File: src/rtl/bcd_down_timer.sv
// Packed-BCD down counter with IDLE/RUN/PAUSE/DONE control; BCD_DOWN_TIMER_AUTORELOAD_EN selects periodic auto-reload mode.
// Latency: every output is registered and reflects sampled inputs one clk edge later.
// Backpressure: none; tick is a count enable, and invalid loads are dropped with a load_err pulse.
module bcd_down_timer #(
    parameter int DIGITS = 4
) (
    input  logic                  clk,
    input  logic                  reset,
    input  logic                  load,
    input  logic [4*DIGITS-1:0]   load_value,
    input  logic                  start,
    input  logic                  stop,
    input  logic                  tick,
    output logic [4*DIGITS-1:0]   Q,
    output logic                  busy,
    output logic                  done,
    output logic                  expired,
    output logic                  load_err
);

    localparam int W = 4 * DIGITS;

    typedef enum logic [1:0] {
        ST_IDLE  = 2'd0,
        ST_RUN   = 2'd1,
        ST_PAUSE = 2'd2,
        ST_DONE  = 2'd3
    } state_t;

    state_t         r_state;
    state_t         w_state_nxt;
    logic [W-1:0]   r_q;
    logic [W-1:0]   w_q_nxt;
    logic           r_busy;
    logic           r_done;
    logic           w_done_nxt;
    logic           r_expired;
    logic           r_load_err;
    logic           w_load_err_nxt;
    logic           w_load_ok;
    logic           w_at_one;
    logic [W-1:0]   w_q_dec;
`ifdef BCD_DOWN_TIMER_AUTORELOAD_EN
    logic [W-1:0]   r_reload;
    logic [W-1:0]   w_reload_nxt;
`endif

    function automatic logic bcd_valid(input logic [W-1:0] v);
        logic ok;
        ok = 1'b1;
        for (int i = 0; i < DIGITS; i++) begin
            if (v[4*i +: 4] > 4'd9) begin
                ok = 1'b0;
            end
        end
        return ok;
    endfunction

    // Ripple borrow: zero digits become 9 until the first non-zero digit absorbs it.
    function automatic logic [W-1:0] bcd_dec(input logic [W-1:0] v);
        logic [W-1:0] r;
        logic         borrow;
        logic [3:0]   d;
        r      = v;
        borrow = (v != '0);
        for (int i = 0; i < DIGITS; i++) begin
            d = v[4*i +: 4];
            if (borrow) begin
                if (d == 4'd0) begin
                    d = 4'd9;
                end else begin
                    d      = d - 4'd1;
                    borrow = 1'b0;
                end
            end
            r[4*i +: 4] = d;
        end
        return r;
    endfunction

    assign w_load_ok = bcd_valid(load_value);
    assign w_at_one  = (r_q == W'(1));
    assign w_q_dec   = bcd_dec(r_q);

    always_comb begin
        w_state_nxt    = r_state;
        w_q_nxt        = r_q;
        w_done_nxt     = 1'b0;
        w_load_err_nxt = 1'b0;
`ifdef BCD_DOWN_TIMER_AUTORELOAD_EN
        w_reload_nxt   = r_reload;
`endif
        if (load) begin
            if (w_load_ok) begin
                w_q_nxt     = load_value;
                w_state_nxt = ST_IDLE;
`ifdef BCD_DOWN_TIMER_AUTORELOAD_EN
                w_reload_nxt = load_value;
`endif
            end else begin
                w_load_err_nxt = 1'b1;
            end
        end else if (stop) begin
            if (r_state == ST_RUN) begin
                w_state_nxt = ST_PAUSE;
            end
        end else if (start && (r_state == ST_IDLE || r_state == ST_PAUSE) && r_q != '0) begin
            w_state_nxt = ST_RUN;
        end else if (tick && r_state == ST_RUN) begin
            if (w_at_one) begin
                w_done_nxt = 1'b1;
`ifdef BCD_DOWN_TIMER_AUTORELOAD_EN
                w_q_nxt     = r_reload;
`else
                w_q_nxt     = '0;
                w_state_nxt = ST_DONE;
`endif
            end else begin
                w_q_nxt = w_q_dec;
            end
        end
    end

    always_ff @(posedge clk) begin
        if (reset) begin
            r_state    <= ST_IDLE;
            r_q        <= '0;
            r_busy     <= 1'b0;
            r_done     <= 1'b0;
            r_expired  <= 1'b0;
            r_load_err <= 1'b0;
`ifdef BCD_DOWN_TIMER_AUTORELOAD_EN
            r_reload   <= '0;
`endif
        end else begin
            r_state    <= w_state_nxt;
            r_q        <= w_q_nxt;
            r_busy     <= (w_state_nxt == ST_RUN);
            r_done     <= w_done_nxt;
            r_expired  <= (w_state_nxt == ST_DONE);
            r_load_err <= w_load_err_nxt;
`ifdef BCD_DOWN_TIMER_AUTORELOAD_EN
            r_reload   <= w_reload_nxt;
`endif
        end
    end

    assign Q        = r_q;
    assign busy     = r_busy;
    assign done     = r_done;
    assign expired  = r_expired;
    assign load_err = r_load_err;

endmodule

File: config.mk
export PLATFORM = sky130hd
export DESIGN_NAME = bcd_down_timer
export DESIGN_NICKNAME = d
export VERILOG_FILES = /design/src/rtl/bcd_down_timer.sv
export SDC_FILE = /design/constraint.sdc
export NUM_CORES = 1
export LEC_CHECK = 0
export BUFFER_PORTS_ARGS = -buffer_cell sky130_fd_sc_hd__buf_2
export CELL_PAD_IN_SITES_DETAIL_PLACEMENT = 0
export CELL_PAD_IN_SITES_GLOBAL_PLACEMENT = 2
export CORE_UTILIZATION = 27
export DETAILED_ROUTE_END_ITERATION = 8
export PLACE_DENSITY_LB_ADDON = 0.05
export SLEW_MARGIN = 10
export SYNTH_ARGS = -nofsm -noshare
export SYNTH_HDL_FRONTEND = slang
export SYNTH_SLANG_ARGS = --single-unit
File: constraint.sdc
create_clock -name clk -period 2.1 [get_ports clk]
set_clock_uncertainty 0.15 [all_clocks]
set_input_delay 0.105 -clock clk [delete_from_list [all_inputs] [get_ports clk]]
set_output_delay 0.105 -clock clk [all_outputs]
set_load 0.02 [all_outputs]
==> metrics, run 1 <==
Yosys warnings 0; final setup fails 16; period utilisation layout 1.08; largest cells by area after synthesis dfxtp_1, ha_1, a21oi_1; final layout net count 299; ANT cells 0; Synth area leader dfxtp_1; Lkg Pwr 1.08 nW; Worst Tran Pin Value 696 ps; CTS clk-pin slew, worst paths approximately 90 ps; most common cell in the synthesized netlist dfxtp_1; global-route wire length before repair 8600 um; fraction of layout cells with a size suffix above 1 0.561; die area approximately 6000 um^2; synthesized area about 1500 um^2; GRT Resource Usage Total 0.182; total power between 1 and 1.5 mW; CP startpoint Q[1]$_SDFFE_PP0P_; syn_nets just over 200; DIE WIDTH around 77 um; pre-CTS setup slack -259 ps; DRC Markers 0; H-tree Lvls 1; peak supply drop 0.290 mV; Core Util, Final 0.483; Num CTS Buffers 3; worst slew margin relative to its limit 0.536; CTS tree built; largest net degree at the start of global routing 20; GP Congestion between 0.8 and 0.9; Synth top cells by count dfxtp_1, nand2_1, inv_1; Bufs on Longest Clock Path 2; Area growth, synth to finish 68.5%; Routed WL between 5000 and 6000 um; crit end category register; HP Class input port to register; hold_sp load_value[3]; Post-synth EDFFs 0; Worst EP required 2130 ps; vias in the first global route about 1800; Vias per Instance 5.26; CORE AREA 5240 um^2; I/O pins 42; Slew Limit Fails 0; RSZ-0062 raised after global routing true; die height around 77 um; Detailed Route Iter0 Violations 54; final hold violation count 0; final setup margin -175 ps; Vias roughly 1800; mean area per synthesized cell between 8 and 9 um^2; Max Clk Rate between 400 and 500 MHz; antenna violations before repair 0; clk root buf clkbuf_8; failing checks negative setup slack; worst-skew pair later-pin latency between 200 and 300 ps; Seq/Total Area, Yosys 0.293; Setup CP Type register to register; gr ovfl total 0; Crit path arrival time 2310 ps; top cell type's share of synthesized area 0.293; hpwl dp about 3800 um; Gate Count Post-Synth 178; commonest register cell after synthesis dfxtp_1; Placed Cells 320; fin crit period around 2300 ps; Avg WL per Cell 15.8 um; PortBufs between 40 and 50; ys async rst share 0; worst-path maximum fanout 5; Distinct cells, synth 54; outcome complete, but fails checks; Clock Sinks 22; Initial Util 0.287; CP startpoint kind register; worst r2r src Q[1]$_SDFFE_PP0P_; Yosys reg bits 22; Layout Cells excl Fill between 300 and 400; drt pass-1 iters 4; row count 26; Power Dens Cells between 500 and 600 nW/um^2; Routed Antenna Nets 0; Maximum Capacitance Violations 0
## critical path: stages (launching register included)
cell and delay (ps):
dfxtp_4 370, inv_4 40, ha_4 140, buf_4 120, or4b_4 490, nor4_4 170
buf_4 160, a2bb2oi_4 230, a221oi_1 80, a211oi_1 220
## state kept, by name, indices dropped and copies added (netlist names)
signal    flops
r_state       2
Q            16
busy          1
expired       1
load_err      1
done          1
## layer usage
metal | GRT usage | routed length [um] | vias up | part of all wire
met5 | 0 | 0 | - | 0
met4 | 0.0558 | 114 | 0 | 0.021
met3 | 0.0359 | 266 | 13 | 0.050
met2 | 0.327 | 2660 | 57 | 0.49
met1 | 0.216 | 2330 | 841 | 0.43
li1 | - | - | 873 | -
## power by group
| group | switching (mW) | total, mW | internal [mW] |
|---|---|---|---|
| Clock | 0.161 | 0.416 | 0.255 |
| Combinational | 0.282 | 0.568 | 0.286 |
| Sequential | 0.0184 | 0.451 | 0.433 |
| Total | 0.461 | 1.44 | 0.975 |
## worst paths after layout
path	end	slack (ps)	cells past startpoint
max	Q[0]$_SDFFE_PP0P_	-180	9
max reg2reg	Q[0]$_SDFFE_PP0P_	-180	9
min	Q[3]$_SDFFE_PP0P_	30	3
min reg2reg	busy$_SDFF_PP0_	400	2
## what timing repair did
| action | CTS | global route |
|---|---|---|
| resized for setup | 30 | 9 |
| pin swaps | 14 | 4 |
| endpoints found under the hold margin | 2 | 0 |
| cloned | 1 | 0 |
| hold buffers | 2 | 0 |
| endpoints found under the setup margin | 16 | 16 |
| setup buffers | 11 | 2 |
## per-stage QoR
step | area (um^2) | hold slack, ps | setup TNS, ps
finish | 2530 | 32.1 | -1460
global route | 2530 | 12.0 | -2560
CTS | 2470 | 25.3 | -1040
detailed placement | 2130 | 297 | -1830
global placement | 2130 | 286 | -1220
floorplan | 1580 | 147 | -219
## kinds of logic after synthesis
group	count (synthesis)	synth area share
buffers and inverters	21	0.0542
and+or+nand+nor	59	0.246
AOI/OAI and AO/OA	67	0.335
muxes	1	0.00750
xor gates and xnor gates	1	0.00583
DFF	22	0.293
adders and majority gates	7	0.0583
## final cells by class
type                    instances  area [um^2]
well taps                      70         87.6
inverters                      12         52.6
flip-flops and latches         22          463
multi-input cells             135         1220
clock inverters                 1         30.0
clock buffers                   3         41.3
fillers                       522         2710
repair buffers                 96          631
## cells in the final DEF (no fill, tap or decap), types with 4 or more instances in the layout
master | synthesis | routed
dfxtp_4 | 0 | 5
nor3_1 | 9 | 7
inv_1 | 12 | 6
nand2_1 | 13 | 13
o211ai_1 | 5 | 5
a22oi_1 | 4 | 4
buf_2 | 2 | 41
ha_4 | 0 | 4
o21ai_0 | 8 | 7
buf_4 | 0 | 51
nor2_1 | 10 | 8
or3b_4 | 1 | 4
dfxtp_1 | 22 | 14
o21ai_1 | 4 | 4
a21oi_1 | 10 | 6
No activity file was read; power rests on OpenSTA's default activity.
==> run 2: changes to the inputs <==
--- a/config.mk
+++ b/config.mk
@@ -15,3 +15,4 @@
 export SYNTH_ARGS = -nofsm -noshare
 export SYNTH_HDL_FRONTEND = slang
 export SYNTH_SLANG_ARGS = --single-unit
+export TNS_END_PERCENT = 10
==> constraint.sdc (replaced) <==
create_clock -name clk -period 2.1 [get_ports clk]
set_clock_uncertainty 0.15 [all_clocks]
set_input_delay 0.105 -clock clk [delete_from_list [all_inputs] [get_ports clk]]
set_output_delay 0.105 -clock clk [all_outputs]
set_load 0.01 [all_outputs]
==> metrics, run 2 (synthesized netlist as in run 1, its figures left out) <==
largest delay contributor family on the critical path simple AND/OR/NAND/NOR gates (unchanged); commonest non-fill, non-tap cells in the layout buf_4, buf_2, dfxtp_1 (unchanged); Worst Tran Pin Value 571 ps (was 696 ps); hpwl dp 3880 um (was 3770 um); Area growth, synth to finish 61.3% (was 68.5%); failing checks negative setup slack (unchanged); H-tree Lvls 1 (unchanged); Vias per Instance 5.16 (was 5.26); die height 76.6 um (unchanged); outcome complete, but fails checks (unchanged); Num CTS Buffers 3 (unchanged); Setup CP Type register to register (unchanged); peak supply drop 0.321 mV (was 0.290 mV); CTS clk-pin slew, worst paths 90 ps (about the same); Hold WS 20.3 ps (was 32.1 ps); Filler cells 533 (was 522); row count 26 (unchanged); pre-CTS setup slack -233 ps (was -259 ps); drt pass-1 iters 4 (unchanged); CP startpoint kind register (unchanged); most common cell after layout, fill and taps aside buf_4 (unchanged); CTS tree built (unchanged); Maximum Capacitance Violations 0 (unchanged); I/O pins 42 (unchanged); Crit path arrival time 2290 ps (was 2310 ps); CORE AREA 5240 um^2 (unchanged); final setup margin -133 ps (was -175 ps); Initial Util 0.287 (unchanged); gr ovfl total 0 (unchanged); DRC Markers 0 (unchanged); period utilisation layout 1.06 (was 1.08); vias in the first global route 1700 (was 1795); Avg WL per Cell 15.5 um (was 15.8 um); Worst EP required 2150 ps (was 2130 ps); Lkg Pwr 1.02 nW (was 1.08 nW); largest net degree at the start of global routing 20 (unchanged); worst-skew pair later-pin latency 270 ps (about the same); Layout Cells excl Fill 334 (was 339); Slew Limit Fails 0 (unchanged); clk root buf clkbuf_8 (unchanged); Largest register FFs 16 (unchanged); crit end category register (unchanged); CP cell instances inv_2, ha_4, or3b_4, nor4_4, a311oi_4, or4b_1, o21ai_1 (was inv_4, ha_4, buf_4, or4b_4, nor4_4, buf_4, a2bb2oi_4, a221oi_1, a211oi_1); final setup fails 13 (was 16); GRT Resource Usage Total 0.183 (was 0.182); final layout net count 294 (was 299); GP Congestion 0.813 (was 0.823); die area 5860 um^2 (unchanged); ANT cells 0 (unchanged); slowest CP cell or4b_1 (was or4b_4); HP Class input port to register (unchanged); worst slew margin relative to its limit 0.619 (was 0.536); Buf+Inv Stages, Crit Path 1 (was 3); final hold violation count 0 (unchanged); Core Util, Final 0.462 (was 0.483); Worst path max stage delay 520 ps (was 490 ps); Max Clk Rate 448 MHz (was 440 MHz); Bufs on Longest Clock Path 2 (unchanged); worst-path maximum fanout 6 (was 5); Power Dens Cells 569 nW/um^2 (was 567 nW/um^2); Clock Sinks 22 (unchanged); Detailed Route Iter0 Violations 41 (was 54); Routed WL 5180 um (was 5370 um); Routed Antenna Nets 0 (unchanged); RSZ-0062 raised after global routing true (unchanged); Placed Cells 319 (was 320); fin crit period 2230 ps (was 2280 ps); antenna violations before repair 0 (unchanged); PortBufs 41 (unchanged); fraction of layout cells with a size suffix above 1 0.530 (was 0.561); global-route wire length before repair 8590 um (was 8600 um); Vias 1722 (was 1784); DIE WIDTH 76.6 um (unchanged)
[run 2: final timing paths]
path	start	end	slack (ps)	depth (start not counted)
worst max-delay path	Q[5]$_SDFFE_PP0P_	Q[14]$_SDFFE_PP0P_	-130	7
worst min-delay path	load_value[2]	Q[2]$_SDFFE_PP0P_	20	3
worst max register to register	Q[5]$_SDFFE_PP0P_	Q[14]$_SDFFE_PP0P_	-130	7
worst min register to register	Q[6]$_SDFFE_PP0P_	Q[6]$_SDFFE_PP0P_	420	2
[run 2: through the flow]
stage               instance area, um^2  total power, mW  TNS (ps)
floorplan                          1570            0.703      -160
global placement                   2110            0.884     -1160
detailed placement                 2110            0.887     -1610
CTS                                2310             1.34      -864
global route                       2420             1.46     -2210
finish                             2420             1.38      -763
[run 2: final cells by class]
cell class                      instances  area [um^2]  area share
Clock inverter                          1         30.0      0.0124
Clock buffer                            3         41.3      0.0170
Timing Repair Buffer                   91          598       0.247
Tap cell                               70         87.6      0.0362
Sequential cell                        22          455       0.188
Inverter                               12         50.0      0.0207
Multi-Input combinational cell        135         1160       0.479
[run 2: worst register-to-register path, stage by stage (launching register included)]
cell      delay (ps)
dfxtp_2          330
inv_2             70
ha_4             130
or3b_4           400
nor4_4           360
a311oi_4         120
or4b_1           520
o21ai_1           90
[run 2: metal layers]
layer  track usage  vias to the layer above  part of all wire
li1              -                      871                 -
met4        0.0346                        0            0.0037
met2         0.332                       30              0.51
met1         0.231                      819              0.46
met3        0.0228                        2             0.025
met5             0                        -                 0
[run 2: what timing repair did]
item                                    4_1_cts  5_1_grt
resized for setup                             9       22
setup buffers                                 9        1
hold endpoints to repair                      1        0
pin swaps                                     9       11
hold buffers                                  1        0
endpoints found under the setup margin       16       17
[run 2: power by group]
group / switching, mW / leakage, nW / internal [mW] / total [mW]
Sequential: 0.0181 / 0.183 / 0.435 / 0.453
Combinational: 0.257 / 0.804 / 0.266 / 0.523
Clock: 0.147 / 0.0357 / 0.255 / 0.402
==> run 3: changes to the inputs <==
--- a/config.mk
+++ b/config.mk
@@ -9,8 +9,11 @@
 export CELL_PAD_IN_SITES_DETAIL_PLACEMENT = 0
 export CELL_PAD_IN_SITES_GLOBAL_PLACEMENT = 2
 export CORE_UTILIZATION = 27
+export CTS_CLUSTER_DIAMETER = 30
+export CTS_CLUSTER_SIZE = 16
 export DETAILED_ROUTE_END_ITERATION = 8
 export PLACE_DENSITY_LB_ADDON = 0.05
+export SKIP_CTS_REPAIR_TIMING = 1
 export SLEW_MARGIN = 10
 export SYNTH_ARGS = -nofsm -noshare
 export SYNTH_HDL_FRONTEND = slang
==> metrics, run 3 (synthesized netlist as in run 1, its figures left out) <==
outcome complete, but fails checks (unchanged); failing checks negative setup slack (unchanged); Clock Sinks 22 (unchanged); ANT cells 0 (unchanged); worst r2r src Q[12]$_SDFFE_PP0P_ (was Q[5]$_SDFFE_PP0P_); hold path depth 3 (unchanged); most frequent CP cell buf_4; CTS clk-pin slew, worst paths 90 ps (about the same); Vias 1700 (was 1722); Initial Util 0.287 (unchanged); crit end category register (unchanged); Critical R2R Capture Q[2]$_SDFFE_PP0P_ (was Q[14]$_SDFFE_PP0P_); FF/Latch Area 453 um^2 (was 455 um^2); Routed WL 5000 um (was 5180 um); DIE WIDTH 76.6 um (unchanged); Vias per Instance 5.18 (was 5.16); HP Class input port to register (unchanged); most common cell after layout, fill and taps aside buf_4 (unchanged); GRT Resource Usage Total 0.178 (was 0.183); antenna violations before repair 0 (unchanged); Filler cells 540 (was 533); GP Congestion 0.813 (unchanged); Area growth, synth to finish 51.9% (was 61.3%); Setup Total Neg Slack -951 ps (was -763 ps); commonest non-fill, non-tap cells in the layout buf_4, buf_2, dfxtp_1 (unchanged); Worst path max stage delay 410 ps (was 520 ps); Avg WL per Cell 15.3 um (was 15.5 um); Bufs on Longest Clock Path 2 (unchanged); clk root buf clkbuf_8 (unchanged); Largest register FFs 16 (unchanged); Lkg Pwr 0.980 nW (was 1.02 nW); PortBufs 41 (unchanged); largest net degree at the start of global routing 20 (unchanged); Num CTS Buffers 3 (unchanged); peak supply drop 0.323 mV (was 0.321 mV); vias in the first global route 1652 (was 1700); hold_sp stop (was load_value[2]); Setup CP Type register to register (unchanged); fraction of layout cells with a size suffix above 1 0.477 (was 0.530); worst slew margin relative to its limit 0.561 (was 0.619); slowest CP cell or3b_4 (was or4b_1); Crit path arrival time 2240 ps (was 2290 ps); Hold WS 1.74 ps (was 20.3 ps); WHS Endpoint r_state[0]$_SDFF_PP0_ (was Q[2]$_SDFFE_PP0P_); Routed Antenna Nets 0 (unchanged); Buf+Inv Stages, Crit Path 3 (was 1); CP startpoint kind register (unchanged); Power Dens Cells 575 nW/um^2 (was 569 nW/um^2); I/O pins 42 (unchanged); CORE AREA 5240 um^2 (unchanged); global-route wire length before repair 8340 um (was 8590 um); DRC Markers 0 (unchanged); final layout net count 288 (was 294); fin crit period 2250 ps (was 2230 ps); H-tree Lvls 1 (unchanged); CTS tree built (unchanged); Design Area, Final 2280 um^2 (was 2420 um^2); Core Util, Final 0.435 (was 0.462); drt pass-1 iters 4 (unchanged); die area 5860 um^2 (unchanged); Worst Tran Pin Value 659 ps (was 571 ps); Detailed Route Iter0 Violations 73 (was 41); worst-path maximum fanout 3 (was 6); R2R setup slack -150 ps (was -130 ps); largest delay contributor family on the critical path simple AND/OR/NAND/NOR gates (unchanged); Multi-input gate area 1080 um^2 (was 1160 um^2); die height 76.6 um (unchanged); final setup fails 13 (unchanged); final hold violation count 0 (unchanged); placed cell areas 2110 um^2 (unchanged); gr ovfl total 0 (unchanged); Maximum Capacitance Violations 0 (unchanged); row count 26 (unchanged); period utilisation layout 1.07 (was 1.06); Max Clk Rate 444 MHz (was 448 MHz); Worst EP required 2090 ps (was 2150 ps); worst-skew pair later-pin latency 270 ps (about the same); RSZ-0062 raised after global routing true (unchanged); final setup margin -154 ps (was -133 ps); Slew Limit Fails 0 (unchanged); CP cell instances inv_2, ha_4, or3b_4, nor4_4, buf_4, buf_4, nor3_2, a221oi_1, nor3_1 (was inv_2, ha_4, or3b_4, nor4_4, a311oi_4, or4b_1, o21ai_1); Worst Reg-to-Reg Cells 9 (was 7); hpwl dp 3880 um (unchanged)
==> run 3: changes by cell type in the layout (fill, tap and decap cells not counted), moves of 2 or more <==
cell,previous run,this run
dfxtp_2,6,4
a21oi_1,7,9
dfxtp_1,14,16
o41ai_2,0,2
a311oi_2,2,0
inv_2,5,3
a311oi_1,1,3
o41ai_1,2,0
inv_1,5,7
buf_6,4,0
==> run 3: worst min-delay path: stages <==
cell	delay [ps]
buf_2	100
or2_2	120
a21oi_1	50
==> run 3: how the worst max path moves through the flow <==
stage | startpoint | endpoint | slack (ps) | cells past startpoint
CTS | Q[12]$_SDFFE_PP0P_ | Q[15]$_SDFFE_PP0P_ | -240 | 7
floorplan | Q[8]$_SDFFE_PP0P_ | Q[9]$_SDFFE_PP0P_ | -40 | 7
finish | Q[12]$_SDFFE_PP0P_ | Q[2]$_SDFFE_PP0P_ | -150 | 9
global placement | Q[12]$_SDFFE_PP0P_ | Q[15]$_SDFFE_PP0P_ | -210 | 7
detailed placement | Q[12]$_SDFFE_PP0P_ | Q[15]$_SDFFE_PP0P_ | -230 | 7
global route | Q[12]$_SDFFE_PP0P_ | Q[2]$_SDFFE_PP0P_ | -210 | 9
==> run 3: per-layer routing <==
layer / vias up / global-route usage / share of wire
li1: 859 / - / -
met3: 5 / 0.0228 / 0.027
met2: 33 / 0.320 / 0.50
met4: 0 / 0.0346 / 0.0076
met5: - / 0 / 0
met1: 803 / 0.226 / 0.47
==> run 3: final cells by class <==
cell class / count / share of cell area
clock buffer: 3 / 0.0181
clock inverter: 1 / 0.0132
inverter: 12 / 0.0219
multi-input combinational: 135 / 0.475
sequential: 22 / 0.199
tap: 70 / 0.0384
timing repair buffer: 85 / 0.235
==> run 3: metrics by stage <==
stage,power (mW),setup slack (ps),instances
2_1_floorplan,0.703,-38.7,178
3_3_place_gp,0.884,-207,319
3_5_place_dp,0.887,-233,319
4_1_cts,1.30,-238,323
5_1_grt,1.39,-212,328
6_report,1.31,-154,328
==> run 3: power by group <==
group / internal, mW / switching [mW]
sequential: 0.435 / 0.0178
combinational: 0.227 / 0.231
clock: 0.255 / 0.147
